## src/rtl/wb_dual_master_arbiter_if.sv

```systemverilog
// Bus bundle for the two-master Wishbone arbiter: master-side ports,
// shared slave-side ports and the grant observability vector.
interface wb_dual_master_arbiter_if;
    logic [31:0]  m0_data_i;
    logic [31:0]  m0_data_o;
    logic [31:0]  m0_addr_i;
    logic [3:0]   m0_sel_i;
    logic         m0_we_i;
    logic         m0_cyc_i;
    logic         m0_stb_i;
    logic         m0_ack_o;
    logic         m0_err_o;

    logic [31:0]  m1_data_i;
    logic [31:0]  m1_data_o;
    logic [31:0]  m1_addr_i;
    logic [3:0]   m1_sel_i;
    logic         m1_we_i;
    logic         m1_cyc_i;
    logic         m1_stb_i;
    logic         m1_ack_o;
    logic         m1_err_o;

    logic [31:0]  s_data_o;
    logic [31:0]  s_addr_o;
    logic [3:0]   s_sel_o;
    logic         s_we_o;
    logic [3:0]   s_cyc_o;
    logic [3:0]   s_stb_o;
    logic [3:0]   s_ack_i;
    logic [127:0] s_data_i;
    logic [1:0]   grant_o;

    // Arbiter side of the bundle
    modport slave (
        input  m0_data_i, m0_addr_i, m0_sel_i, m0_we_i, m0_cyc_i, m0_stb_i,
        output m0_data_o, m0_ack_o, m0_err_o,
        input  m1_data_i, m1_addr_i, m1_sel_i, m1_we_i, m1_cyc_i, m1_stb_i,
        output m1_data_o, m1_ack_o, m1_err_o,
        output s_data_o, s_addr_o, s_sel_o, s_we_o, s_cyc_o, s_stb_o,
        input  s_ack_i, s_data_i,
        output grant_o
    );

    // Environment side: the two masters plus the slave population
    modport master (
        output m0_data_i, m0_addr_i, m0_sel_i, m0_we_i, m0_cyc_i, m0_stb_i,
        input  m0_data_o, m0_ack_o, m0_err_o,
        output m1_data_i, m1_addr_i, m1_sel_i, m1_we_i, m1_cyc_i, m1_stb_i,
        input  m1_data_o, m1_ack_o, m1_err_o,
        input  s_data_o, s_addr_o, s_sel_o, s_we_o, s_cyc_o, s_stb_o,
        output s_ack_i, s_data_i,
        input  grant_o
    );
endinterface

```

## src/rtl/wb_dual_master_arbiter.sv

```systemverilog
// Round-robin Wishbone classic arbiter for two masters onto four slaves,
// with address decode, unmapped-address error and slave-hang timeout.
module wb_dual_master_arbiter #(
    parameter int unsigned TIMEOUT_CYCLES = 255,
    parameter int unsigned TO_W           = 8
) (
    input  logic                           clk,
    input  logic                           rst,
    wb_dual_master_arbiter_if.slave        bus
);

    typedef enum logic [1:0] {
        IDLE  = 2'd0,
        BUSY0 = 2'd1,
        BUSY1 = 2'd2
    } state_e;

    localparam logic [TO_W-1:0] TO_LAST = TO_W'(TIMEOUT_CYCLES - 1);

    state_e          state_q, state_d;
    logic            last_q, last_d;
    logic [TO_W-1:0] cnt_q, cnt_d;
    logic            err_q, err_d;

    logic        req0, req1;
    logic        busy, own0, own1;
    logic [31:0] o_addr, o_wdat;
    logic [3:0]  o_sel;
    logic        o_we, o_cyc, o_stb;
    logic        mapped;
    logic [3:0]  dec_oh;
    logic        ack;
    logic [31:0] rdata;

    assign req0 = bus.m0_cyc_i & bus.m0_stb_i;
    assign req1 = bus.m1_cyc_i & bus.m1_stb_i;
    assign busy = (state_q != IDLE);
    assign own0 = (state_q == BUSY0);
    assign own1 = (state_q == BUSY1);

    always_comb begin
        o_addr = own1 ? bus.m1_addr_i : bus.m0_addr_i;
        o_wdat = own1 ? bus.m1_data_i : bus.m0_data_i;
        o_sel  = own1 ? bus.m1_sel_i  : bus.m0_sel_i;
        o_we   = own1 ? bus.m1_we_i   : bus.m0_we_i;
        o_cyc  = own1 ? bus.m1_cyc_i  : bus.m0_cyc_i;
        o_stb  = own1 ? bus.m1_stb_i  : bus.m0_stb_i;
    end

    assign mapped = (o_addr[31:28] < 4'd4);
    assign dec_oh = mapped ? (4'b0001 << o_addr[29:28]) : 4'b0000;
    assign rdata  = mapped ? bus.s_data_i[{o_addr[29:28], 5'd0} +: 32] : 32'd0;
    // Ack is suppressed in an error cycle so the two never reach a master together
    assign ack    = busy & (|(bus.s_ack_i & dec_oh)) & ~err_q;

    always_comb begin
        bus.s_cyc_o  = (busy & o_cyc) ? dec_oh : 4'b0000;
        bus.s_stb_o  = (busy & o_cyc & o_stb & ~err_q) ? dec_oh : 4'b0000;
        bus.s_addr_o = busy ? o_addr : 32'd0;
        bus.s_data_o = busy ? o_wdat : 32'd0;
        bus.s_sel_o  = busy ? o_sel  : 4'b0000;
        bus.s_we_o   = busy & o_we;
        bus.m0_ack_o  = own0 & ack;
        bus.m0_err_o  = own0 & err_q;
        bus.m0_data_o = own0 ? rdata : 32'd0;
        bus.m1_ack_o  = own1 & ack;
        bus.m1_err_o  = own1 & err_q;
        bus.m1_data_o = own1 ? rdata : 32'd0;
        bus.grant_o   = {own1, own0};
    end

    always_comb begin
        state_d = state_q;
        last_d  = last_q;
        cnt_d   = '0;
        err_d   = 1'b0;
        case (state_q)
            IDLE: begin
                // last_q set means m1 went last, so m0 takes a tie
                if (req0 && (!req1 || last_q)) begin
                    state_d = BUSY0;
                    last_d  = 1'b0;
                end else if (req1) begin
                    state_d = BUSY1;
                    last_d  = 1'b1;
                end
            end
            default: begin
                if (!o_cyc) begin
                    state_d = IDLE;
                end else if (o_stb && !err_q) begin
                    if (!mapped) begin
                        err_d = 1'b1;
                    end else if (!ack) begin
                        if (cnt_q == TO_LAST) err_d = 1'b1;
                        else cnt_d = cnt_q + 1'b1;
                    end
                end
            end
        endcase
    end

    always_ff @(posedge clk) begin
        if (rst) begin
            state_q <= IDLE;
            last_q  <= 1'b1;
            cnt_q   <= '0;
            err_q   <= 1'b0;
        end else begin
            state_q <= state_d;
            last_q  <= last_d;
            cnt_q   <= cnt_d;
            err_q   <= err_d;
        end
    end

endmodule
```

## src/flat_wrapper.sv

```systemverilog
// flat-port wrapper written by rule: the top's interface ports become plain ports
module wb_dual_master_arbiter_flat 
#(
    parameter int unsigned TIMEOUT_CYCLES = 255,
    parameter int unsigned TO_W           = 8
)
  (clk, rst, bus_m0_data_i, bus_m0_addr_i, bus_m0_sel_i, bus_m0_we_i, bus_m0_cyc_i, bus_m0_stb_i, bus_m0_data_o, bus_m0_ack_o, bus_m0_err_o, bus_m1_data_i, bus_m1_addr_i, bus_m1_sel_i, bus_m1_we_i, bus_m1_cyc_i, bus_m1_stb_i, bus_m1_data_o, bus_m1_ack_o, bus_m1_err_o, bus_s_data_o, bus_s_addr_o, bus_s_sel_o, bus_s_we_o, bus_s_cyc_o, bus_s_stb_o, bus_s_ack_i, bus_s_data_i, bus_grant_o);
  wb_dual_master_arbiter_if bus_i ();
  input  logic clk;
  input  logic rst;
  input wire logic [$bits(bus_i.m0_data_i)-1:0] bus_m0_data_i;
  input wire logic [$bits(bus_i.m0_addr_i)-1:0] bus_m0_addr_i;
  input wire logic [$bits(bus_i.m0_sel_i)-1:0] bus_m0_sel_i;
  input wire logic [$bits(bus_i.m0_we_i)-1:0] bus_m0_we_i;
  input wire logic [$bits(bus_i.m0_cyc_i)-1:0] bus_m0_cyc_i;
  input wire logic [$bits(bus_i.m0_stb_i)-1:0] bus_m0_stb_i;
  output wire logic [$bits(bus_i.m0_data_o)-1:0] bus_m0_data_o;
  output wire logic [$bits(bus_i.m0_ack_o)-1:0] bus_m0_ack_o;
  output wire logic [$bits(bus_i.m0_err_o)-1:0] bus_m0_err_o;
  input wire logic [$bits(bus_i.m1_data_i)-1:0] bus_m1_data_i;
  input wire logic [$bits(bus_i.m1_addr_i)-1:0] bus_m1_addr_i;
  input wire logic [$bits(bus_i.m1_sel_i)-1:0] bus_m1_sel_i;
  input wire logic [$bits(bus_i.m1_we_i)-1:0] bus_m1_we_i;
  input wire logic [$bits(bus_i.m1_cyc_i)-1:0] bus_m1_cyc_i;
  input wire logic [$bits(bus_i.m1_stb_i)-1:0] bus_m1_stb_i;
  output wire logic [$bits(bus_i.m1_data_o)-1:0] bus_m1_data_o;
  output wire logic [$bits(bus_i.m1_ack_o)-1:0] bus_m1_ack_o;
  output wire logic [$bits(bus_i.m1_err_o)-1:0] bus_m1_err_o;
  output wire logic [$bits(bus_i.s_data_o)-1:0] bus_s_data_o;
  output wire logic [$bits(bus_i.s_addr_o)-1:0] bus_s_addr_o;
  output wire logic [$bits(bus_i.s_sel_o)-1:0] bus_s_sel_o;
  output wire logic [$bits(bus_i.s_we_o)-1:0] bus_s_we_o;
  output wire logic [$bits(bus_i.s_cyc_o)-1:0] bus_s_cyc_o;
  output wire logic [$bits(bus_i.s_stb_o)-1:0] bus_s_stb_o;
  input wire logic [$bits(bus_i.s_ack_i)-1:0] bus_s_ack_i;
  input wire logic [$bits(bus_i.s_data_i)-1:0] bus_s_data_i;
  output wire logic [$bits(bus_i.grant_o)-1:0] bus_grant_o;
  assign bus_i.m0_data_i = bus_m0_data_i;
  assign bus_i.m0_addr_i = bus_m0_addr_i;
  assign bus_i.m0_sel_i = bus_m0_sel_i;
  assign bus_i.m0_we_i = bus_m0_we_i;
  assign bus_i.m0_cyc_i = bus_m0_cyc_i;
  assign bus_i.m0_stb_i = bus_m0_stb_i;
  assign bus_m0_data_o = bus_i.m0_data_o;
  assign bus_m0_ack_o = bus_i.m0_ack_o;
  assign bus_m0_err_o = bus_i.m0_err_o;
  assign bus_i.m1_data_i = bus_m1_data_i;
  assign bus_i.m1_addr_i = bus_m1_addr_i;
  assign bus_i.m1_sel_i = bus_m1_sel_i;
  assign bus_i.m1_we_i = bus_m1_we_i;
  assign bus_i.m1_cyc_i = bus_m1_cyc_i;
  assign bus_i.m1_stb_i = bus_m1_stb_i;
  assign bus_m1_data_o = bus_i.m1_data_o;
  assign bus_m1_ack_o = bus_i.m1_ack_o;
  assign bus_m1_err_o = bus_i.m1_err_o;
  assign bus_s_data_o = bus_i.s_data_o;
  assign bus_s_addr_o = bus_i.s_addr_o;
  assign bus_s_sel_o = bus_i.s_sel_o;
  assign bus_s_we_o = bus_i.s_we_o;
  assign bus_s_cyc_o = bus_i.s_cyc_o;
  assign bus_s_stb_o = bus_i.s_stb_o;
  assign bus_i.s_ack_i = bus_s_ack_i;
  assign bus_i.s_data_i = bus_s_data_i;
  assign bus_grant_o = bus_i.grant_o;
  wb_dual_master_arbiter #(.TIMEOUT_CYCLES(TIMEOUT_CYCLES), .TO_W(TO_W)) u_core (.clk(clk), .rst(rst), .bus(bus_i));
endmodule
```

## config.mk

```make
export PLATFORM = sky130hd
export DESIGN_NAME = wb_dual_master_arbiter_flat
export DESIGN_NICKNAME = d
export VERILOG_FILES = /design/src/rtl/wb_dual_master_arbiter_if.sv /design/src/rtl/wb_dual_master_arbiter.sv /design/src/flat_wrapper.sv
export SDC_FILE = /design/constraint.sdc
export NUM_CORES = 1
export LEC_CHECK = 0
export BUFFER_PORTS_ARGS = -buffer_cell sky130_fd_sc_hd__clkbuf_2
export CELL_PAD_IN_SITES_DETAIL_PLACEMENT = 1
export CELL_PAD_IN_SITES_GLOBAL_PLACEMENT = 1
export CORE_AREA = 2 2 165 167
export CTS_BUF_LIST = sky130_fd_sc_hd__clkbuf_8
export DETAILED_ROUTE_END_ITERATION = 7
export DIE_AREA = 0 0 167 169
export PLACE_DENSITY_LB_ADDON = 0.1
export RECOVER_POWER = 25
export REMOVE_ABC_BUFFERS = 1
export SLEW_MARGIN = 20
export SYNTH_ARGS = -nofsm -noshare
export SYNTH_HDL_FRONTEND = slang
export SYNTH_SLANG_ARGS = --single-unit
```

## constraint.sdc

```tcl
create_clock -name clk -period 5.9 [get_ports clk]
set_clock_uncertainty 0.15 [all_clocks]
set_input_delay 0.59 -clock clk [delete_from_list [all_inputs] [get_ports clk]]
set_output_delay 0.59 -clock clk [all_outputs]
set_load 0.02 [all_outputs]
```

# After elaboration in Yosys (flattened, before gate mapping)
# Index checks and enable logic that the tools add are counted.
[op_classes]
n_addsub = 1
order_cmp = 1
eq_ne = 5
n_shift = 2
mux = 24
n_bitwise = 17
reduce_logical = 13
[ops]
columns = ["op", "n"]
rows = [
  ["$mux W32", 7],
  ["$shiftx A128 B8 Y32", 1],
  ["$mux W4", 5],
  ["$and A1 B1 Y1", 12],
  ["$add A8 B1 Y8 const B", 1],
  ["$eq A8 B8 Y1 const B", 1],
  ["$mux W1", 8],
  ["$mux W2", 4],
  ["$reduce_or A4 Y1", 2],
  ["$reduce_or A7 Y1", 1],
  ["$and A4 B4 Y4", 1],
  ["$lt A4 B3 Y1 const B", 1],
  ["$not A1 Y1", 4],
  ["$reduce_and A2 Y1", 2],
  ["$reduce_bool A2 Y1", 2],
  ["$shl A1 B2 Y4 const A", 1],
  ["$ne A3 B1 Y1 const B", 1],
  ["$eq A2 B1 Y1 const B", 1],
  ["$eq A2 B2 Y1 const B", 1],
  ["$logic_and A1 B1 Y1", 2],
  ["$logic_not A1 Y1", 2],
  ["$logic_not A2 Y1", 1],
  ["$ne A2 B2 Y1 const B", 1],
  ["$logic_or A1 B1 Y1", 1],
]
[totals]
reg_bits = 12
in_bits = 276
output_inout_bits = 147
elab_cells = 67

# Logic depth before layout (Yosys ltp)
# Gate-level depths: netlist of the first run.
[depth]
ltp_word = 10
depth_mapped = 9
depth_no_buf = 6

# Worst setup path before layout of the first run
# Ideal clock, no wire load.
[synth_path]
kind = "input-to-output"
from = "in bus_m1_addr_i[31]"
to = "out bus_m1_ack_o"
t_arrival_ns = 2.457
required_time_ns = 5.160
path_slack_ns = 2.703
cell_stages = 5
n_path_buf = 1
path_cell_list = "or4b_1 -> buf_2 -> o31a_1 -> or3_4 -> nor4_1"
[synth_between]
elab_chain_cells = 8
[synth_lines]
columns = ["element", "line_no", "rtl"]
rows = [
  ["start: declaration", "flat_wrapper.sv:21", "input wire logic [$bits(bus_i.m1_addr_i)-1:0] bus_m1_addr_i;"],
  ["$mux W32", "wb_dual_master_arbiter.sv:42", "o_addr = own1 ? bus.m1_addr_i : bus.m0_addr_i;"],
  ["$lt A4 B3 Y1", "wb_dual_master_arbiter.sv:50", "assign mapped = (o_addr[31:28] < 4'd4);"],
  ["$mux W4", "wb_dual_master_arbiter.sv:51", "assign dec_oh = mapped ? (4'b0001 << o_addr[29:28]) : 4'b0000;"],
  ["$and A4 B4 Y4", "wb_dual_master_arbiter.sv:54", "assign ack = busy & (|(bus.s_ack_i & dec_oh)) & ~err_q;"],
  ["$reduce_or A4 Y1", "wb_dual_master_arbiter.sv:54", ""],
  ["$and A1 B1 Y1 (2 in a row)", "wb_dual_master_arbiter.sv:54", ""],
  ["$and A1 B1 Y1", "wb_dual_master_arbiter.sv:66", "bus.m1_ack_o = own1 & ack;"],
  ["end: declaration", "flat_wrapper.sv:27", "output wire logic [$bits(bus_i.m1_ack_o)-1:0] bus_m1_ack_o;"],
]
# No other way between the ends.

# Worst setup path after layout of the first run
[layout_path]
from = "reg u_core.state_q[0]"
to = "out bus_m0_data_o[16]"
[layout_between]
elab_chain_cells = 5
elab_cells_between_ends = 7
classes_between = "order compare: 1; eq/ne: 2; shift: 1; mux: 3"
[layout_lines]
columns = ["element", "line_no", "rtl"]
rows = [
  ["start: declaration", "wb_dual_master_arbiter.sv:20", "state_e state_q, state_d;"],
  ["start signal: assignment", "wb_dual_master_arbiter.sv:110", "state_q <= state_d;"],
  ["$eq A2 B2 Y1", "wb_dual_master_arbiter.sv:39", "assign own1 = (state_q == BUSY1);"],
  ["$mux W32", "wb_dual_master_arbiter.sv:42", ""],
  ["$shiftx A128 B8 Y32 / $lt A4 B3 Y1 (equally long branches)", "wb_dual_master_arbiter.sv:52, wb_dual_master_arbiter.sv:50", ""],
  ["$mux W32", "wb_dual_master_arbiter.sv:52", "assign rdata = mapped ? bus.s_data_i[{o_addr[29:28], 5'd0} +: 32] : 32'd0;"],
  ["$mux W32 *", "wb_dual_master_arbiter.sv:65", "bus.m0_data_o = own0 ? rdata : 32'd0;"],
  ["end: declaration", "flat_wrapper.sv:17", "output wire logic [$bits(bus_i.m0_data_o)-1:0] bus_m0_data_o;"],
]
# Mark *: on every way between the ends. The rest lies on a longest branch, timed or not.

==> out/summary.txt, run 1 <==
Max Root-Sink Buffers: 2
Hpwl dp: 19100 µm
Switching share of power: 0.422
Hold path cells: 1
Max-cap violation count: 0
Area growth syn-to-layout: 89.4%
Global-route wire length before repair: 30700 µm
WP data required: 5.16 ns
Power share of the clock group: 0.167
Width of the die: 167 µm
Vias per Instance: 4.03
Flop and latch count out of synthesis: 12
DR iter-0 viols: 160
Largest net degree at the start of global routing: 72
Final Critical Period: 3.96 ns
Placement row count: 60
Combinational share of power: 0.674
Yosys cell types: 35
RSZ-0062 raised after global routing: no
Avg WL per Cell: 19.9 µm
Fin cells: 1098
Most frequent cells in the layout: 391 x clkbuf_2, 73 x nor2_1, 67 x a22o_1
Reg2Reg Depth: 7
WP data arrival: 3.22 ns
H-tree levels: 1
Number of cells after detailed placement: 1091
Worst slew pin tran: 0.800 ns
Vias in the first global route: 4745
Area of the core: 26500 µm²
Max Used Layer: met4
Final setup vio count: 0
CP endpoint kind: primary output
Post-CTS Setup Bufs: 0
Fillers: 3333
Sink Count: 12
Status: finished, final reports clean
Crit start category: register
Met1 wire length: 7170 µm
Setup WS pre-CTS: 2.06 ns
Num CTS Buffers: 3
Antenna Nets Post-Route: 0
Drt total wl: 21800 µm
Most common cell after layout, fill and taps aside: clkbuf_2
Mean Syn Cell Area: 7.68 µm²
R2R Setup Slk: 2.98 ns
Switch Pwr: 225 µW
Global route overflow: 0
# nets final: 1033
DRT Pass-1 Iters: 4
Final hold violation count: 0
Layout cells sized above 1: 0.582
Hold Path Class: register to register
Hold wc startpoint: u_core.cnt_q[0]
Final Max Tran Viols: 0
PostCTS Resize Cnt: 0
Global Route Usage Sum: 0.144
Drt drc: 0
Sequential share of power: 0.159
Met2 routed WL: 12800 µm
Chip Height: 169 µm
Post-Syn Area: 2760 µm²
PortBufs: 422
IO Count: 423
Final period util: 0.671
TritonCTS clock tree: built
Hold worst-path end: u_core.cnt_q[0]
Clk pin slew, worst setup/hold paths: 0.06 ns
CP Max Fanout: 21
Via count: 4430
Synth warn: 0
R2R Path Start: u_core.state_q[1]
Max Freq: 252 MHz
Initial antenna violation count: 3
Die area: 28200 µm²
P_int: 308 µW
Root buffer cell: clkbuf_8
Met3 WL: 1570 µm
Sequential-to-total area share from yosys stat: 0.0871
Routability cong.: 0.860
FF-to-FF End: u_core.cnt_q[4]
Syn Inst Count: 359
Power Density: 102 nW/µm²
WS Path Type: register to primary output
Worst Slack Setup Final: 1.94 ns
Relative slew slack: 0.465
Initial Util: 0.104
Leak: 2.89 nW
VDD IR max: 0.0771 mV
CTS Hold Bufs: 0
Skew-Pair Late Insertion Delay: 0.24 ns
==> registers in the layout, indices dropped and copies added (netlist names) <==
register,count
u_core.state_q,2
u_core.err_q,1
u_core.last_q,1
u_core.cnt_q,8
==> power groups by stage <==
stage	Sequential [mW]	Combinational [mW]	Clock, mW
6_report	0.0846	0.359	0.0893
5_1_grt	0.0847	0.390	0.0950
4_1_cts	0.0847	0.372	0.0926
3_5_place_dp	0.0864	0.371	0
3_3_place_gp	0.0864	0.367	0
2_1_floorplan	0.0902	0.199	0
==> worst max-delay path, cell delays in order (launching register included) <==
cell	delay [ns]
dfxtp_1	0.46
nand2b_1	0.51
mux2i_4	0.77
buf_4	0.44
mux2_2	0.39
nor2_1	0.16
clkbuf_2	0.21
==> layout make-up <==
class                   instances  area [µm²]  area share
flip-flops and latches         12         240      0.0460
repair buffers                429        2130       0.407
inverters                       5        18.8     0.00359
well taps                     341         427      0.0816
multi-input cells             304        2350       0.450
diodes                          3        7.51     0.00144
clock buffers                   4        55.1      0.0105
==> synthesized netlist by cell type (all sizes together) <==
| cell | n | area, µm² |
|---|---|---|
| nor2 | 73 | 274 |
| a22o | 67 | 587 |
| mux2i | 65 | 651 |
| mux2 | 33 | 372 |
| clkbuf | 21 | 78.8 |
| buf | 17 | 92.6 |
| dfxtp | 12 | 240 |
| nor4 | 10 | 62.6 |
| nor3 | 8 | 51.3 |
| nand2 | 7 | 26.3 |
| inv | 5 | 18.8 |
| a211oi | 4 | 30.0 |
| and2 | 4 | 25.0 |
| nand2b | 4 | 25.0 |
| nand3 | 4 | 20.0 |
| a21oi | 3 | 15.0 |
| xnor2 | 3 | 26.3 |
| xor2 | 3 | 26.3 |
| a21o | 2 | 15.0 |
| a31oi | 2 | 12.5 |
| and3 | 2 | 12.5 |
| ha | 2 | 25.0 |
| a311oi | 1 | 8.76 |
| and3b | 1 | 8.76 |
| nor2b | 1 | 6.26 |
| o2111a | 1 | 11.3 |
| o21bai | 1 | 7.51 |
| o31a | 1 | 8.76 |
| or3 | 1 | 11.3 |
| or4b | 1 | 10.0 |
==> through the flow <==
step | utilization | cell area (µm²) | setup TNS [ns] | power (mW) | hold WS [ns]
6_report | 0.197 | 5230 | 0 | 0.533 | 0.351
5_1_grt | 0.197 | 5230 | 0 | 0.569 | 0.390
4_1_cts | 0.198 | 5260 | 0 | 0.549 | 0.355
3_5_place_dp | 0.196 | 5200 | 0 | 0.457 | 0.347
3_3_place_gp | 0.196 | 5200 | 0 | 0.453 | 0.329
2_1_floorplan | - | 2590 | -156.45 | 0.289 | 0.300
==> worst max path at each step <==
stage | startpoint | endpoint | slack (ns)
6_report | u_core.state_q[0] | bus_m0_data_o[16] | 1.94
3_5_place_dp | u_core.state_q[1] | bus_m0_data_o[15] | 2.06
5_1_grt | u_core.state_q[1] | bus_s_stb_o[2] | 1.68
3_3_place_gp | u_core.state_q[1] | bus_s_stb_o[2] | 2.11
2_1_floorplan | u_core.state_q[0] | bus_m0_data_o[30] | -2.24
4_1_cts | u_core.state_q[1] | bus_m0_data_o[15] | 1.79
==> logic make-up after synthesis <==
group           share of synthesized area
mux                                 0.371
buf+inv                            0.0689
fa+ha+maj                         0.00907
xor+xnor                           0.0191
simple gates                        0.193
flops                              0.0871
compound gates                      0.252
==> routing by layer <==
layer | up-vias | GRT usage
met4 | 0 | 0.0326
met3 | 12 | 0.0299
met2 | 212 | 0.308
met5 | - | 0
met1 | 2070 | 0.136
li1 | 2136 | -
(Power assumes the default switching activity.)
==> run 2: changes to the inputs <==
--- a/config.mk
+++ b/config.mk
@@ -5,13 +5,14 @@
 export SDC_FILE = /design/constraint.sdc
 export NUM_CORES = 1
 export LEC_CHECK = 0
+export ABC_AREA = 1
 export BUFFER_PORTS_ARGS = -buffer_cell sky130_fd_sc_hd__clkbuf_2
 export CELL_PAD_IN_SITES_DETAIL_PLACEMENT = 1
 export CELL_PAD_IN_SITES_GLOBAL_PLACEMENT = 1
-export CORE_AREA = 2 2 165 167
+export CORE_AREA = 2 2 167 169
 export CTS_BUF_LIST = sky130_fd_sc_hd__clkbuf_8
 export DETAILED_ROUTE_END_ITERATION = 7
-export DIE_AREA = 0 0 167 169
+export DIE_AREA = 0 0 169 171
 export PLACE_DENSITY_LB_ADDON = 0.1
 export RECOVER_POWER = 25
 export REMOVE_ABC_BUFFERS = 1
==> constraint.sdc (replaced) <==
create_clock -name clk -period 4.1 [get_ports clk]
set_clock_uncertainty 0.15 [all_clocks]
set_input_delay 0.41 -clock clk [delete_from_list [all_inputs] [get_ports clk]]
set_output_delay 0.41 -clock clk [all_outputs]
set_load 0.02 [all_outputs]
==> run 2 against run 1 <==
- sequential cell count unchanged
- utilization decreased by 1.1 points
- synthesized cell count increased by 36%
- design area decreased by 2.6%
- largest cell class is now non-clock buffers
- worst hold slack got worse by 0.094 ns
==> out/summary.txt, run 2 <==
Status: finished, final reports clean
Initial Util: 0.0971 (-0.00698)
Ranking of synthesized cells by area: nand2_1 26%, a22o_1 21%, nor2_1 13%
Combinational share of power: 0.660 (-0.014)
WS Path Type: register to primary output
Root buffer cell: clkbuf_8
Antenna Nets Post-Route: 0 (unchanged)
Post-Syn Area: 2650 µm² (-3.8%)
Largest Register: u_core.cnt_q
Hold Path Class: input port to register
Final hold slack: 0.257 ns (-0.0943 ns)
Chip Height: 171 µm (+1.2%)
Met3 GRT Util: 0.0372 (+0.00732)
IO Count: 423 (unchanged)
Initial antenna violation count: 7 (+4)
VDD IR max: 0.0943 mV (+22%)
Relative slew slack: 0.573 (+0.108)
Count leader, synth: nand2_1
# nets final: 1161 (+12%)
Yosys cell types: 31 (-11%)
Post-synth ARST share: 0 (unchanged)
Synth cell count leaders: 186 x nand2_1, 91 x nor2_1, 65 x a22o_1
Fin Setup TNS: 0 ns (unchanged)
Final Max Tran Viols: 0 (unchanged)
Power Density: 148 nW/µm² (+45%)
Final setup vio count: 0 (unchanged)
Area growth syn-to-layout: 91.7%
Area leader, netlist: nand2_1
Global Route Usage Sum: 0.152 (+0.00873)
Global Route met1 Usage: 0.147 (+0.0107)
Mean Syn Cell Area: 5.44 µm² (-29%)
Vias per Instance: 3.96 (-2.0%)
DRT Pass-1 Iters: 4 (unchanged)
Syn Inst Count: 488 (+36%)
Most frequent cells in the layout: 389 x clkbuf_2, 186 x nand2_1, 91 x nor2_1
Largest regs: u_core.cnt_q (8), u_core.state_q (2)
Sequential-to-total area share from yosys stat: 0.0905 (+0.00345)
Global route overflow: 0 (unchanged)
Busiest grt layer: met2
Max Root-Sink Buffers: 2 (unchanged)
Main synth FF type: dfxtp_1
Max-cap violation count: 0 (unchanged)
Flop and latch count out of synthesis: 12 (unchanged)
Crit start category: register
Layout Utilization: 0.186 (-0.0110)
Switching share of power: 0.465 (+0.0433)
Vias in the first global route: 5061 (+6.7%)
Drt total wl: 23700 µm (+8.9%)
Final period util: 0.827
RSZ-0062 raised after global routing: no
Clk pin slew, worst setup/hold paths: 0.06 ns (about the same)
H-tree levels: 1 (unchanged)
WP data arrival: 2.83 ns (-0.39 ns)
Width of the die: 169 µm (+1.2%)
Yosys top cell area share: 0.263 (+0.0273)
Switch Pwr: 351 µW (+56%)
Leak: 2.69 nW (-6.9%)
WP data required: 3.54 ns (-1.62 ns)
Tot Pwr: 755 µW (+42%)
Most common cell after layout, fill and taps aside: clkbuf_2
Global-route wire length before repair: 32900 µm (+6.9%)
PostCTS Resize Cnt: 0 (unchanged)
Max Freq: 295 MHz
Layout cells sized above 1: 0.472 (-0.111)
Placement row count: 61 (+1.7%)
P_int: 404 µW (+31%)
Area of the core: 27300 µm² (+3.1%)
TritonCTS clock tree: built
Max reg flops: 8 (unchanged)
Sequential share of power: 0.166 (+0.007)
Worst slew pin tran: 0.639 ns (-0.162 ns)
Sink Count: 12 (unchanged)
Post-CTS Setup Bufs: 0 (unchanged)
Final Critical Period: 3.39 ns
PortBufs: 422 (unchanged)
Num CTS Buffers: 3 (unchanged)
Avg WL per Cell: 19.2 µm (-3.1%)
Final hold violation count: 0 (unchanged)
Routability cong.: 0.784 (-8.8%)
CP endpoint kind: primary output
Synth warn: 0 (unchanged)
Post-synth EDFFs: 0 (unchanged)
Hpwl dp: 20300 µm (+6.1%)
DR iter-0 viols: 168 (+5.0%)
Skew-Pair Late Insertion Delay: 0.24 ns (about the same)
Die area: 28900 µm² (+2.4%)
CP Max Fanout: 50 (+140%)
Largest net degree at the start of global routing: 51 (-29%)
Drt drc: 0 (unchanged)
CTS Hold Bufs: 0 (unchanged)
Power share of the clock group: 0.174 (+0.007)
Via count: 4881 (+10%)
M2 GR Usage: 0.317 (+0.00836)
run 2: logic make-up after synthesis:
| group | after synthesis | share of synthesized area |
|---|---|---|
| fa+ha+maj | 2 | 0.00943 |
| buf+inv | 55 | 0.107 |
| flops | 12 | 0.0905 |
| compound gates | 75 | 0.238 |
| xor+xnor | 6 | 0.0198 |
| simple gates | 338 | 0.536 |
run 2: worst paths after layout:
| kind | cells past startpoint | slack (ns) | end | from |
|---|---|---|---|---|
| worst min register to register | 1 | 0.34 | u_core.cnt_q[0] | u_core.cnt_q[0] |
| worst min-delay path | 2 | 0.26 | u_core.state_q[0] | rst |
| worst max register to register | 11 | 1.10 | u_core.cnt_q[7] | u_core.state_q[1] |
| worst max-delay path | 10 | 0.71 | bus_s_stb_o[3] | u_core.state_q[1] |
run 2: worst max-delay path: stages (launching register included):
cell and delay, ns:
dfxtp_1 0.52, inv_1 0.16, nor2_4 0.42, buf_4 0.56, nand2_1 0.10, nand2_1 0.08
inv_1 0.12, nor2_1 0.17, inv_1 0.14, nor2_1 0.11, clkbuf_2 0.17
run 2: area by class of cell:
cell class	count	area, µm²
Multi-Input combinational cell	421	2140
Clock buffer	4	55.1
Tap cell	346	433
Timing Repair Buffer	431	2150
Antenna cell	6	15.0
Inverter	14	57.6
Fill cell	3571	22200
Sequential cell	12	241
run 2: layer usage:
metal,vias to the layer above,part of all wire
met1,2221,0.35
met3,14,0.075
met2,205,0.56
li1,2439,-
met4,2,0.018
met5,-,0.00034
run 2: metrics by stage:
stage	worst slack (ns)	instances	area, µm²
after global routing	0.393	1233	5090
after floorplan	-0.448	447	2430
final	0.709	1234	5090
after CTS	0.651	1228	5110
after global placement	0.947	1224	5060
after detailed placement	0.917	1224	5060
run 2: power groups by stage:
stage | Sequential (mW) | Combinational [mW] | Clock, mW
6_report | 0.125 | 0.498 | 0.131
5_1_grt | 0.126 | 0.553 | 0.145
4_1_cts | 0.126 | 0.517 | 0.135
3_5_place_dp | 0.128 | 0.515 | 0
3_3_place_gp | 0.128 | 0.519 | 0
2_1_floorplan | 0.131 | 0.236 | 0
